==> config.mk <==
export PLATFORM = sky130hd
export DESIGN_NAME = enemy_squad
export DESIGN_NICKNAME = d
export VERILOG_FILES = /design/src/rtl/enemy_pkg.sv /design/src/rtl/enemy_unit.sv /design/src/rtl/enemy_squad.sv
export SDC_FILE = /design/constraint.sdc
export NUM_CORES = 1
export LEC_CHECK = 0
export ABC_CLOCK_PERIOD_IN_PS = 12600
export BUFFER_PORTS_ARGS = -buffer_cell sky130_fd_sc_hd__buf_2
export CAP_MARGIN = 10
export CORE_MARGIN = 10
export CORE_UTILIZATION = 35
export CTS_CLUSTER_SIZE = 12
export DETAILED_ROUTE_END_ITERATION = 8
export MAX_ROUTING_LAYER = met4
export PLACE_DENSITY_LB_ADDON = 0.25
export SLEW_MARGIN = 20
export SYNTH_ARGS = -nofsm -noshare
export SYNTH_HDL_FRONTEND = slang
export SYNTH_SLANG_ARGS = --single-unit
==> constraint.sdc <==
create_clock -name frame_clk -period 12.6 [get_ports frame_clk]
set_input_delay 3.78 -clock frame_clk [delete_from_list [all_inputs] [get_ports frame_clk]]
set_output_delay 3.78 -clock frame_clk [all_outputs]
set_load 0.005 [all_outputs]
==> src/rtl/enemy_pkg.sv <==
// Shared types and helpers for the enemy squad.
// Latency: none (types and combinational helpers only).
// Backpressure: none.
package enemy_pkg;

    typedef enum logic [1:0] {
        WAIT   = 2'b00,
        CHASE  = 2'b01,
        STUN   = 2'b10,
        SQUASH = 2'b11
    } enemy_state_t;

    // Screen Y grows downward, so DOWN is Y+1 and UP is Y-1.
    typedef enum logic [2:0] {
        NONE,
        UP,
        DOWN,
        LEFT,
        RIGHT
    } move_dir_t;

    localparam int COORD_W = 16;

    function automatic logic [COORD_W-1:0] abs_diff(input logic [COORD_W-1:0] a,
                                                    input logic [COORD_W-1:0] b);
        return (a > b) ? (a - b) : (b - a);
    endfunction

endpackage

==> src/rtl/enemy_unit.sv <==
// One enemy: chase/stun/squash/respawn FSM, clamped position, catch compare.
// Latency: state and position update on the frame edge; hit_o is combinational.
// Backpressure: none; every frame is consumed.
module enemy_unit
    import enemy_pkg::*;
#(
    parameter int POS_W         = 10,
    parameter int CNT_W         = 9,
    parameter int STUN_FRAMES   = 120,
    parameter int SQUASH_FRAMES = 60,
    parameter int HIT_RADIUS    = 14,
    parameter int SPAWN_X       = 192,
    parameter int SPAWN_Y       = 36,
    parameter int RELEASE_CNT   = 0,
    parameter int X_MIN         = 0,
    parameter int X_MAX         = 192,
    parameter int Y_MIN         = 5,
    parameter int Y_MAX         = 148
) (
    input  logic             frame_clk,
    input  logic             Reset,
    input  logic             move_en_i,
    input  logic             resync_i,
    input  logic             walk_i,
    input  logic             climb_i,
    input  logic             pepper_i,
    input  logic             crush_i,
    input  logic [POS_W-1:0] chef_x_i,
    input  logic [POS_W-1:0] chef_y_i,
    output logic [POS_W-1:0] x_o,
    output logic [POS_W-1:0] y_o,
    output logic [1:0]       state_o,
    output logic             untouchable_o,
    output logic             squash_o,
    output logic             hit_o
);

    enemy_state_t     state_q, state_d;
    logic [POS_W-1:0] x_q, x_d, y_q, y_d;
    logic [CNT_W-1:0] cnt_q, cnt_d;
    logic             squash_q, squash_d;
    move_dir_t        dir;

    always_ff @(posedge frame_clk or posedge Reset) begin
        if (Reset) begin
            state_q  <= WAIT;
            x_q      <= POS_W'(SPAWN_X);
            y_q      <= POS_W'(SPAWN_Y);
            cnt_q    <= CNT_W'(RELEASE_CNT);
            squash_q <= 1'b0;
        end else begin
            state_q  <= state_d;
            x_q      <= x_d;
            y_q      <= y_d;
            cnt_q    <= cnt_d;
            squash_q <= squash_d;
        end
    end

    always_comb begin
        dir = NONE;
        if (climb_i && (y_q < chef_y_i))      dir = DOWN;
        else if (climb_i && (y_q > chef_y_i)) dir = UP;
        else if (walk_i && (x_q > chef_x_i))  dir = LEFT;
        else if (walk_i && (x_q < chef_x_i))  dir = RIGHT;
        else if (!walk_i && !climb_i)         dir = DOWN;
    end

    always_comb begin
        state_d  = state_q;
        x_d      = x_q;
        y_d      = y_q;
        cnt_d    = cnt_q;
        squash_d = 1'b0;

        if (resync_i) begin
            state_d = WAIT;
            x_d     = POS_W'(SPAWN_X);
            y_d     = POS_W'(SPAWN_Y);
            cnt_d   = CNT_W'(RELEASE_CNT);
        end else begin
            case (state_q)
                WAIT: begin
                    if (cnt_q == '0) state_d = CHASE;
                    else             cnt_d   = cnt_q - CNT_W'(1);
                end
                CHASE: begin
                    // Crush outranks pepper; neither lets the enemy step this frame.
                    if (crush_i) begin
                        state_d  = SQUASH;
                        cnt_d    = CNT_W'(SQUASH_FRAMES - 1);
                        squash_d = 1'b1;
                    end else if (pepper_i) begin
                        state_d = STUN;
                        cnt_d   = CNT_W'(STUN_FRAMES - 1);
                    end else if (move_en_i) begin
                        case (dir)
                            UP:      if (y_q > POS_W'(Y_MIN)) y_d = y_q - POS_W'(1);
                            DOWN:    if (y_q < POS_W'(Y_MAX)) y_d = y_q + POS_W'(1);
                            LEFT:    if (x_q > POS_W'(X_MIN)) x_d = x_q - POS_W'(1);
                            RIGHT:   if (x_q < POS_W'(X_MAX)) x_d = x_q + POS_W'(1);
                            default: ;
                        endcase
                    end
                end
                STUN: begin
                    if (crush_i) begin
                        state_d  = SQUASH;
                        cnt_d    = CNT_W'(SQUASH_FRAMES - 1);
                        squash_d = 1'b1;
                    end else if (pepper_i) begin
                        cnt_d = CNT_W'(STUN_FRAMES - 1);
                    end else if (cnt_q == '0) begin
                        state_d = CHASE;
                    end else begin
                        cnt_d = cnt_q - CNT_W'(1);
                    end
                end
                default: begin
                    // Respawn straight into the chase, without the release stagger.
                    if (cnt_q == '0) begin
                        state_d = CHASE;
                        x_d     = POS_W'(SPAWN_X);
                        y_d     = POS_W'(SPAWN_Y);
                    end else begin
                        cnt_d = cnt_q - CNT_W'(1);
                    end
                end
            endcase
        end
    end

    always_comb begin
        hit_o = 1'b0;
        if ((state_q == CHASE) && !pepper_i && !crush_i &&
            (abs_diff(COORD_W'(x_q), COORD_W'(chef_x_i)) <= COORD_W'(HIT_RADIUS)) &&
            (abs_diff(COORD_W'(y_q), COORD_W'(chef_y_i)) <= COORD_W'(HIT_RADIUS)))
            hit_o = 1'b1;
    end

    assign x_o           = x_q;
    assign y_o           = y_q;
    assign state_o       = state_q;
    assign untouchable_o = (state_q != CHASE);
    assign squash_o      = squash_q;

endmodule

==> src/rtl/enemy_squad.sv <==
// NUM_ENEMIES chasing enemies sharing one move divider and a catch/resync strobe.
// Latency: outputs registered, one frame after inputs; enemy_hurt one frame after the catch.
// Backpressure: none; every frame is consumed.
module enemy_squad
    import enemy_pkg::*;
#(
    parameter int NUM_ENEMIES   = 4,
    parameter int POS_W         = 10,
    parameter int MOVE_DIV      = 2,
    parameter int STUN_FRAMES   = 120,
    parameter int SQUASH_FRAMES = 60,
    parameter int RELEASE_GAP   = 90,
    parameter int HIT_RADIUS    = 14,
    parameter int SPAWN_X0      = 192,
    parameter int SPAWN_DX      = 0,
    parameter int SPAWN_Y       = 36,
    parameter int X_MIN         = 0,
    parameter int X_MAX         = 192,
    parameter int Y_MIN         = 5,
    parameter int Y_MAX         = 148
) (
    input  logic                         frame_clk,
    input  logic                         Reset,
    input  logic [NUM_ENEMIES-1:0]       walk,
    input  logic [NUM_ENEMIES-1:0]       climb,
    input  logic [NUM_ENEMIES-1:0]       pepper_hit,
    input  logic [NUM_ENEMIES-1:0]       crushed,
    input  logic [POS_W-1:0]             ChefX,
    input  logic [POS_W-1:0]             ChefY,
    output logic [NUM_ENEMIES*POS_W-1:0] EnemyX,
    output logic [NUM_ENEMIES*POS_W-1:0] EnemyY,
    output logic [NUM_ENEMIES*2-1:0]     enemy_state,
    output logic [NUM_ENEMIES-1:0]       enemy_untouchable,
    output logic                         enemy_hurt,
    output logic [NUM_ENEMIES-1:0]       squash_event
);

    localparam int REL_MAX = (NUM_ENEMIES - 1) * RELEASE_GAP + 1;
    localparam int TMR_MAX = (STUN_FRAMES > SQUASH_FRAMES) ? STUN_FRAMES : SQUASH_FRAMES;
    localparam int CNT_MAX = (TMR_MAX > REL_MAX) ? TMR_MAX : REL_MAX;
    localparam int CNT_W   = (CNT_MAX > 2) ? $clog2(CNT_MAX) : 1;
    localparam int DIV_W   = (MOVE_DIV > 1) ? $clog2(MOVE_DIV) : 1;

    logic [DIV_W-1:0]       div_q, div_d;
    logic                   move_en;
    logic                   hurt_q;
    logic [NUM_ENEMIES-1:0] hit;
    logic                   resync;

    assign move_en = (div_q == DIV_W'(MOVE_DIV - 1));
    assign div_d   = move_en ? '0 : div_q + DIV_W'(1);

    // A catch in this frame respawns the whole squad on the same edge that raises enemy_hurt.
    assign resync = |hit;

    always_ff @(posedge frame_clk or posedge Reset) begin
        if (Reset) begin
            div_q  <= '0;
            hurt_q <= 1'b0;
        end else begin
            div_q  <= div_d;
            hurt_q <= resync;
        end
    end

    assign enemy_hurt = hurt_q;

    for (genvar i = 0; i < NUM_ENEMIES; i++) begin : g_enemy
        enemy_unit #(
            .POS_W        (POS_W),
            .CNT_W        (CNT_W),
            .STUN_FRAMES  (STUN_FRAMES),
            .SQUASH_FRAMES(SQUASH_FRAMES),
            .HIT_RADIUS   (HIT_RADIUS),
            .SPAWN_X      (SPAWN_X0 + i * SPAWN_DX),
            .SPAWN_Y      (SPAWN_Y),
            .RELEASE_CNT  (i * RELEASE_GAP),
            .X_MIN        (X_MIN),
            .X_MAX        (X_MAX),
            .Y_MIN        (Y_MIN),
            .Y_MAX        (Y_MAX)
        ) u_enemy (
            .frame_clk    (frame_clk),
            .Reset        (Reset),
            .move_en_i    (move_en),
            .resync_i     (resync),
            .walk_i       (walk[i]),
            .climb_i      (climb[i]),
            .pepper_i     (pepper_hit[i]),
            .crush_i      (crushed[i]),
            .chef_x_i     (ChefX),
            .chef_y_i     (ChefY),
            .x_o          (EnemyX[i*POS_W +: POS_W]),
            .y_o          (EnemyY[i*POS_W +: POS_W]),
            .state_o      (enemy_state[i*2 +: 2]),
            .untouchable_o(enemy_untouchable[i]),
            .squash_o     (squash_event[i]),
            .hit_o        (hit[i])
        );
    end

endmodule

## Yosys cells after proc, flatten, opt, wreduce, memory -nomap -nowiden

Cells that the tools add are included.

- Logic and storage cells: 441
- Bits in registers: 130
- Output and inout port bits: 97
- Bits of input ports: 38

- Add/sub/neg operators: 37
- Reductions and logical operators: 85
- Order comparisons: 48
- Eq/ne operators: 76
- Multiplexer cells: 173

Operators with widths:

| kind | number |
|---|---|
| $mux W10 | 56 |
| $pmux W10 S2 | 16 |
| $mux W9 | 24 |
| $sub A10 B10 Y11 | 16 |
| $gt A10 B10 Y1 | 16 |
| $le A16 B4 Y1 const B | 8 |
| $mux W16 | 8 |
| $add A10 B1 Y10 const B | 8 |
| $lt A10 B10 Y1 | 8 |
| $lt A10 B8 Y1 const B | 8 |
| $sub A10 B1 Y10 const B | 8 |
| $pmux W9 S2 | 4 |
| $ne A4 B3 Y1 const B | 16 |
| $ne A4 B4 Y1 const B | 16 |
| $reduce_and A8 Y1 | 8 |
| $mux W2 | 28 |
| $mux W3 | 16 |
| $gt A10 B1 Y1 const B | 4 |
| $gt A10 B3 Y1 const B | 4 |
| $logic_and A1 B1 Y1 | 36 |
| $logic_not A9 Y1 | 4 |
| $ne A3 B3 Y1 const B | 12 |
| $sub A9 B1 Y9 const B | 4 |
| $eq A3 B2 Y1 const B | 8 |
| 14 further kinds | 83 |

## Longest topological paths before layout

Gate-level depths: netlist of run 1.

- Depth in word-level cells: 14
- Depth in mapped cells: 20
- Depth with buffers taken out: 19

## Modules after synthesis

Synthesis of run 1 repeated with hierarchy kept, for this count alone.

- Cell total of the unflattened synthesis: 2,176
- Area total of the unflattened synthesis: 17,240.3 um^2

Modules (own cells, without submodules):

| module | instances | cells each | seq. area each (um^2) | area each (um^2) |
|---|---|---|---|---|
| enemy_unit (g_enemy[2].u_enemy) | 1 | 549 | 810.8 | 4,327.9 |
| enemy_unit (g_enemy[3].u_enemy) | 1 | 548 | 810.8 | 4,304.1 |
| enemy_unit (g_enemy[0].u_enemy) | 1 | 540 | 805.8 | 4,284.1 |
| enemy_unit (g_enemy[1].u_enemy) | 1 | 534 | 810.8 | 4,259.1 |
| enemy_squad | 1 | 5 | 50.0 | 65.1 |

## Worst setup path before layout of run 1

OpenSTA, ideal clock, no wires.

- Path type: input port to flip-flop
- From: input ChefY[1]
- To: register g_enemy[0].u_enemy.x_q[9]
- Required time: 12.523 ns
- Setup time: 0.077 ns
- Cell stages on the path: 19
- Buffers on the path: 0
- Data arrival time: 7.718 ns
- Slack: 4.804 ns
- Path through: inv_1 -> ha_1 -> nor2b_1 -> o31a_1 -> o21a_1 -> o21bai_1 -> a21oi_1 -> o21bai_1 -> ha_1 -> a21o_1 -> a21oi_1 -> nor2b_1 -> o21a_1 -> o41a_1 -> a31o_2 -> xor2_1 -> o21ai_0 -> nand2_1 -> a21oi_1

- Cells in the longest elaborated chain, start to end: 11
- Elaborated cells between the ends (all ways): 52
- Those cells by class: add/sub: 8; order compare: 10; eq/ne: 9; mux: 16; reduce/logical: 9

RTL lines:

| item | RTL line | text |
|---|---|---|
| from (decl) | enemy_squad.sv:29 | `input logic [POS_W-1:0] ChefY,` |
| parallel branches: the longest is 11 deep, another holds $le A16 B4 Y1 | -- |  |
| to (signal assigned) | enemy_unit.sv:47 | `x_q <= POS_W'(SPAWN_X);` |
| to (decl) | enemy_unit.sv:39 | `logic [POS_W-1:0] x_q, x_d, y_q, y_d;` |

Several ways; the timed one is not identified. The select of a mux whose other input is x is not followed.
A chain may end at the register's enable or synchronous reset.

## Worst setup path after layout of run 1

- From: input ChefY[1]
- To: register g_enemy[2].u_enemy.x_q[9]

- Cells in the longest elaborated chain, start to end: 11
- Elaborated cells between the ends (all ways): 52
- Those cells by class: add/sub: 8; order compare: 10; eq/ne: 9; mux: 16; reduce/logical: 9

RTL lines:

| item | RTL line |
|---|---|
| parallel branches: the longest is 11 deep, another holds $le A16 B4 Y1 | -- |
| to (signal assigned) | enemy_unit.sv:47 |
| to (decl) | enemy_unit.sv:39 |

Several ways; the timed one is not identified. The select of a mux whose other input is x is not followed.

==> summary.md, run 1 <==
| Metric | Value |
|---|---|
| Status | completed |
| Pleak | 8.92 nW |
| Ordered cell list for the critical path | buf_2 > inv_1 > ha_1 > nand3b_1 > a21oi_1 > o21ai_0 > and2_1 > o21ai_0 > nand3_1 > ha_1 > a21o_1 > a21oi_1 > nor2b_1 > o21a_1 > o41ai_1 > o21a_1 > xnor2_1 > o211a_1 > nor3_1 |
| Clk buf depth | 2 |
| Initial antenna violation count | 2 |
| Vias in the first global route | 17000 |
| Crit path max fanout | 10 |
| Top FF cell, synth | dfrtp_1 |
| Syn avg cell area | 7.66 sq um |
| Clk sink count | 130 |
| Slew Limit Fails | 0 |
| Worst hold start | g_enemy[0].u_enemy.cnt_q[8]$_DFFE_PP0P_ |
| CP required | 13000 ps |
| Hold Buf Count CTS | 0 |
| Root Driver | clkbuf_16 |
| Worst path arrival time | 9240 ps |
| Post-Syn Instances | 2342 |
| DP HPWL | 46100 um |
| CTS tree | built |
| Hold crit path type | reg2reg |
| Port bufs | 134 |
| Design Area, Final | 19700 sq um |
| Global-route usage over all layers | 20.2% |
| Largest net degree at the start of global routing | 88 |
| Hold Slack | 514 ps |
| CP Class | in2reg |
| Post-synth ARST share | 100% |
| GR Overflow Total | 0 |
| Fillers | 5147 |
| EDFF count, synth | 0 |
| Area of the multi-input gates | 13400 sq um |
| Critical path startpoint category | input pin |
| Power Dens Cells | 219 nW/um^2 |
| Routability Congestion | 0.934 |
| Placed Area | 19100 sq um |
| Tcrit/Tclk final | 70.2% |
| Core region area | 50400 sq um |
| Routed wire length | 60800 um |
| Fin util | 39.0% |
| DR WL/cell | 19.7 um |
| RR Endpoint | g_enemy[2].u_enemy.x_o[9]$_DFFE_PP0P_ |
| Die footprint | 60700 sq um |
| Clock slew at the register clock pins of the worst setup and hold paths | 60 ps |
| Worst IR Drop VDD | 0.0887 mV |
| I/O pin count | 135 |
| First-pass GRT wire length | 95300 um |
| Max_cap viols | 0 |
| Std-Cell Rows | 82 |
| CP delay by family, top | compound AO/OA/AOI/OAI gates |
| Worst R2R Setup Slack | 6830 ps |
| First drt pass iteration count | 5 |
| Least-Margin Pin Slew | 1030 ps |
| Vias | 17700 |
| Achievable clock frequency | 113 MHz |
| Layout cells sized above 1 | 10.6% |
| Endpoints failing hold | 0 |
| Vias per inst | 5.72 |
| Iter 0 DRT Violations | 1444 |
| Hold Path End | g_enemy[0].u_enemy.cnt_q[8]$_DFFE_PP0P_ |
| Synth-to-Final Area Change | 9.72% |
| Synthesized Nets | 2644 |
| Post-synthesis sequential area ratio | 18.3% |
| Number of synthesized register bits | 130 |
| RSZ-0062 raised after global routing | no |
| Relative slew slack | 31.3% |
| Reg2reg start | g_enemy[2].u_enemy.y_o[4]$_DFFE_PP0P_ |
| Synthesized area | 17900 sq um |
| Post-CTS Setup Repair Bufs | 0 |
| CTS H-tree depth | 4 |
| Antenna viol nets, final | 0 |
| Die height | 246 um |
| Num CTS Buffers | 17 |
| Worst Clk Skew | 16.6 ps |
| Minimum clock period | 8840 ps |
| Starting Density | 35.6% |
| CP Buf/Inv Count | 2 |
| Critical Path Sink Type | flop |
| Post-layout nets | 2705 |
| Synth cell types | 85 |
| Setup_tns | 0 ps |
| Synth Warn # | 0 |
| DRC | 0 |
| Resize count post-CTS | 0 |
| R2R depth | 17 |
| CP max stage delay | 780 ps |
| Total power | 4.31 mW |
| Seq. cell area | 3290 sq um |
| Clock latency on the worst-skew pair | 500 ps |
| Slowest CP cell | o21ai_0 |
| Die width | 246 um |
| Hold depth | 2 |
| Final setup fails | 0 |
==> worst min-delay path, stage by stage (launching register included) <==
cell and delay [ps]:
dfrtp_1 390, nand2_1 60, nor2_1 30
==> cells in the final DEF, fill, tap and decap left out, drive strengths merged, types with 10 or more instances in the layout <==
cell type / instances
a211oi: 28
a21o: 69
a21oi: 226
a22oi: 26
a31oi: 46
and3: 14
buf: 151
clkbuf: 21
dfrtp: 102
dfstp: 28
fa: 24
ha: 240
inv: 198
mux2i: 20
nand2: 120
nand2b: 54
nand3: 59
nand3b: 13
nand4: 26
nor2: 224
nor2b: 21
nor3: 71
nor4: 28
o211ai: 15
o21a: 32
o21ai: 150
o21bai: 35
o221ai: 10
o22ai: 26
o31ai: 18
or2: 13
or3: 29
xnor2: 79
xor2: 42
==> sequential cells by signal, indices dropped and copies added, names as in the netlist <==
register                  flops
div_q                         1
enemy_hurt                    1
g_enemy.u_enemy.cnt_q        36
g_enemy.u_enemy.squash_o      4
g_enemy.u_enemy.state_o       8
g_enemy.u_enemy.x_o          40
g_enemy.u_enemy.y_o          40
==> synth_stat cells, types with 17 or more instances <==
master	number	area share, %
o22ai_1	26	0.91
a21o_1	69	2.9
o21ai_0	148	4.1
a22oi_1	26	1.1
clkbuf_1	76	1.6
or3_1	29	1.0
buf_4	19	0.80
nand3_1	59	1.6
nand2b_1	54	1.9
fa_1	24	2.7
inv_1	196	4.1
nand2_1	120	2.5
a211oi_1	27	1.1
nor3_1	71	2.0
nor2_1	224	4.7
a31oi_1	46	1.6
o21a_1	32	1.3
xor2_1	42	2.1
nand4_1	26	0.91
dfstp_2	28	4.1
mux2i_1	20	1.1
nor2b_1	21	0.73
o21bai_1	35	1.5
a21oi_1	225	6.3
ha_1	240	17
xnor2_1	79	3.9
dfrtp_1	102	14
nor4_1	27	0.94
o31ai_1	17	0.71
==> kinds of logic after synthesis <==
| family | Yosys count | share of synthesized area (%) |
|---|---|---|
| simple gates | 716 | 19.9 |
| flops | 130 | 18.3 |
| buf+inv | 305 | 6.93 |
| mux | 27 | 1.56 |
| xor+xnor | 121 | 5.91 |
| compound gates | 779 | 28.0 |
| fa+ha+maj | 264 | 19.4 |
==> per-stage QoR <==
step / instances / setup slack (ps)
floorplan: 2342 / 4800
global placement: 3056 / 3560
detailed placement: 3056 / 3410
CTS: 3088 / 3950
global route: 3090 / 3340
finish: 3090 / 3760
==> power by group <==
part | total [mW] | internal, mW | switching, mW
Sequential | 0.875 | 0.599 | 0.276
Combinational | 2.91 | 1.23 | 1.67
Clock | 0.530 | 0.302 | 0.228
==> cell type report <==
cell class                 count  share of cell area, %
multi-input combinational   1907                   68.2
sequential                   130                   16.7
clock inverter                11                  0.649
antenna                        2                 0.0254
inverter                     196                   3.77
clock buffer                  21                   2.34
tap                          672                   4.27
timing repair buffer         151                   4.06
==> per-layer routing <==
metal	part of all wire (%)	vias up	global-route usage, %
li1	-	8605	-
met1	46	8481	25.8
met2	46	484	31.6
met3	5.2	94	3.54
met4	2.8	0	7.41
met5	0	-	-
==> worst max path at each step <==
| stage | end | from | slack (ps) | cells past startpoint |
|---|---|---|---|---|
| after global routing | g_enemy[2].u_enemy.x_o[9]$_DFFE_PP0P_ | ChefY[4] | 3340 | 19 |
| after floorplan | g_enemy[0].u_enemy.x_o[9]$_DFFE_PP0P_ | ChefY[1] | 4800 | 19 |
| after global placement | g_enemy[2].u_enemy.x_o[9]$_DFFE_PP0P_ | ChefY[1] | 3560 | 19 |
| after CTS | g_enemy[2].u_enemy.x_o[9]$_DFFE_PP0P_ | ChefY[1] | 3950 | 19 |
| after detailed placement | g_enemy[2].u_enemy.x_o[9]$_DFFE_PP0P_ | ChefY[1] | 3410 | 19 |
| final | g_enemy[2].u_enemy.x_o[9]$_DFFE_PP0P_ | ChefY[1] | 3760 | 19 |
No activity file was read; power rests on OpenSTA's default activity.
==> run 2: changes to the inputs <==
- ABC_CLOCK_PERIOD_IN_PS: 12600 -> 7500
- clock period: 12.6 -> 7.5 ns (I/O delays scaled with it)
==> summary.md, run 2 (synthesis results as in run 1) <==
| Metric | Value |
|---|---|
| Worst path arrival time | 6940 ps (was 9240 ps) |
| Critical Path Sink Type | flop (unchanged) |
| Antenna viol nets, final | 0 (unchanged) |
| DP Worst Slack | 468 ps (was 3410 ps) |
| Setup slack after layout | 929 ps (was 3760 ps) |
| Iter 0 DRT Violations | 1002 (was 1444) |
| Routability Congestion | 0.949 (was 0.934) |
| Ordered cell list for the critical path | buf_2 > inv_1 > ha_1 > nand4_1 > nor3_1 > o21ai_0 > a31oi_1 > nand2_1 > ha_1 > a21o_1 > a21oi_1 > o21ai_0 > nor4_1 > o41ai_1 > mux2_2 > nand2_1 > o221ai_1 > nor2b_1 (was buf_2 > inv_1 > ha_1 > nand3b_1 > a21oi_1 > o21ai_0 > and2_1 > o21ai_0 > nand3_1 > ha_1 > a21o_1 > a21oi_1 > nor2b_1 > o21a_1 > o41ai_1 > o21a_1 > xnor2_1 > o211a_1 > nor3_1) |
| Resize count post-CTS | 0 (unchanged) |
| Die height | 246 um (unchanged) |
| Routed wire length | 61600 um (was 60800 um) |
| Num CTS Buffers | 17 (unchanged) |
| DP HPWL | 47200 um (was 46100 um) |
| Crit path max fanout | 9 (was 10) |
| Initial antenna violation count | 1 (was 2) |
| Fillers | 5182 (was 5147) |
| CP required | 7870 ps (was 13000 ps) |
| Commonest non-fill, non-tap cell in the layout | ha_1 (unchanged) |
| Std-Cell Rows | 82 (unchanged) |
| Post-CTS Setup Repair Bufs | 0 (unchanged) |
| Tcrit/Tclk final | 87.6% |
| Die footprint | 60700 sq um (unchanged) |
| Status | completed (unchanged) |
| Clock slew at the register clock pins of the worst setup and hold paths | 70 ps (was 60 ps) |
| Global-route usage over all layers | 20.5% (was 20.2%) |
| Achievable clock frequency | 152 MHz |
| DR WL/cell | 19.9 um (was 19.7 um) |
| Setup_tns | 0 ps (unchanged) |
| Layout cells sized above 1 | 11.0% (was 10.6%) |
| Root Driver | clkbuf_16 (unchanged) |
| Die width | 246 um (unchanged) |
| Minimum clock period | 6570 ps |
| First drt pass iteration count | 5 (unchanged) |
| CP Class | in2reg (unchanged) |
| First-pass GRT wire length | 96200 um (was 95300 um) |
| Max_cap viols | 0 (unchanged) |
| Critical path startpoint category | input pin (unchanged) |
| Post-layout nets | 2717 (was 2705) |
| Vias per inst | 5.70 (was 5.72) |
| Slew Limit Fails | 0 (unchanged) |
| Hold Slack | 510 ps (was 514 ps) |
| CTS H-tree depth | 4 (unchanged) |
| Clock latency on the worst-skew pair | 500 ps (about the same) |
| Hold Buf Count CTS | 0 (unchanged) |
| Worst Clk Skew | 13.7 ps (was 16.6 ps) |
| Largest net degree at the start of global routing | 91 (was 88) |
| Clk sink count | 130 (unchanged) |
| Worst IR Drop VDD | 0.186 mV (was 0.0887 mV) |
| Pleak | 8.97 nW (was 8.92 nW) |
| Commonest non-fill, non-tap cells in the layout | ha_1 (240), a21oi_1 (225), nor2_1 (224) (unchanged) |
| Final setup fails | 0 (unchanged) |
| Synth-to-Final Area Change | 10.3% (was 9.72%) |
| RSZ-0062 raised after global routing | no (unchanged) |
| I/O pin count | 135 (unchanged) |
| Core region area | 50400 sq um (unchanged) |
| Clk buf depth | 2 (unchanged) |
| Endpoints failing hold | 0 (unchanged) |
| GR Overflow Total | 0 (unchanged) |
| Starting Density | 35.6% (unchanged) |
| Least-Margin Pin Slew | 866 ps (was 1030 ps) |
| Slowest CP cell | nor3_1 (was o21ai_0) |
| Power Dens Cells | 365 nW/um^2 (was 219 nW/um^2) |
| DRC | 0 (unchanged) |
| CTS tree | built (unchanged) |
| CP Buf/Inv Count | 2 (unchanged) |
| Hold crit path type | reg2reg (unchanged) |
| Port bufs | 134 (unchanged) |
| Vias | 17700 (about the same) |
| CP max stage delay | 510 ps (was 780 ps) |
| CP delay by family, top | compound AO/OA/AOI/OAI gates (unchanged) |
| Relative slew slack | 41.8% (was 31.3%) |
| Vias in the first global route | 17200 (was 17000) |
## run 2: cell types whose count changed in the layout (fill, tap and decap cells not counted), sizes merged
cell,change
clkinv,+2
clkbuf,-1
bufinv,-1
buf,+12
clkinvlp,+1
inv,-1
## run 2: final timing paths
kind | start | slack, ps | end | cells past startpoint
max reg2reg | g_enemy[1].u_enemy.y_o[6]$_DFFE_PP0P_ | 2480 | g_enemy[1].u_enemy.x_o[9]$_DFFE_PP0P_ | 16
max in group asynchronous | Reset | 4350 | g_enemy[3].u_enemy.x_o[3]$_DFFE_PP0P_ | 3
min | g_enemy[0].u_enemy.cnt_q[8]$_DFFE_PP0P_ | 510 | g_enemy[0].u_enemy.cnt_q[8]$_DFFE_PP0P_ | 2
max | ChefY[8] | 930 | g_enemy[1].u_enemy.x_o[9]$_DFFE_PP0P_ | 18
min reg2reg | g_enemy[0].u_enemy.cnt_q[8]$_DFFE_PP0P_ | 510 | g_enemy[0].u_enemy.cnt_q[8]$_DFFE_PP0P_ | 2
min in group asynchronous | Reset | 1950 | g_enemy[1].u_enemy.state_o[0]$_DFFE_PP0P_ | 2
## run 2: power breakdown
group          switching (mW)  leakage (nW)  internal [mW]  total [mW]
Clock                   0.383         0.262          0.463       0.846
Combinational            2.82          7.10           2.08        4.90
Sequential              0.467          1.61           1.01        1.47
## run 2: cell type report
cell class                 count  area, sq um  share of cell area, %
multi-input combinational   1907        13400                   67.8
sequential                   130         3290                   16.6
timing repair buffer         163          926                   4.68
tap                          672          841                   4.25
inverter                     196          741                   3.75
clock buffer                  20          447                   2.26
clock inverter                12          110                  0.557
antenna                        2         5.00                 0.0253
## run 2: through the flow
stage	std cells	cell area (sq um)	power (mW)	utilization (%)
after global routing	3101	19800	7.93	39.2
after detailed placement	3068	19200	6.32	38.1
after CTS	3100	19800	7.22	39.2
after floorplan	2342	17900	5.01	-
after global placement	3068	19200	6.25	38.1
final	3102	19800	7.22	39.2
## run 2: layer usage
layer | up-vias | wire (um) | GRT usage, %
met2 | 420 | 28200 | 32.0
met1 | 8516 | 28500 | 25.9
met5 | - | 0 | -
met4 | 0 | 2120 | 8.46
li1 | 8635 | - | -
met3 | 95 | 2910 | 3.52
## run 2: worst min-delay path, stage by stage, from the launching register on
cell     delay (ps)
dfrtp_1         380
nand2_1          60
nor2_1           30
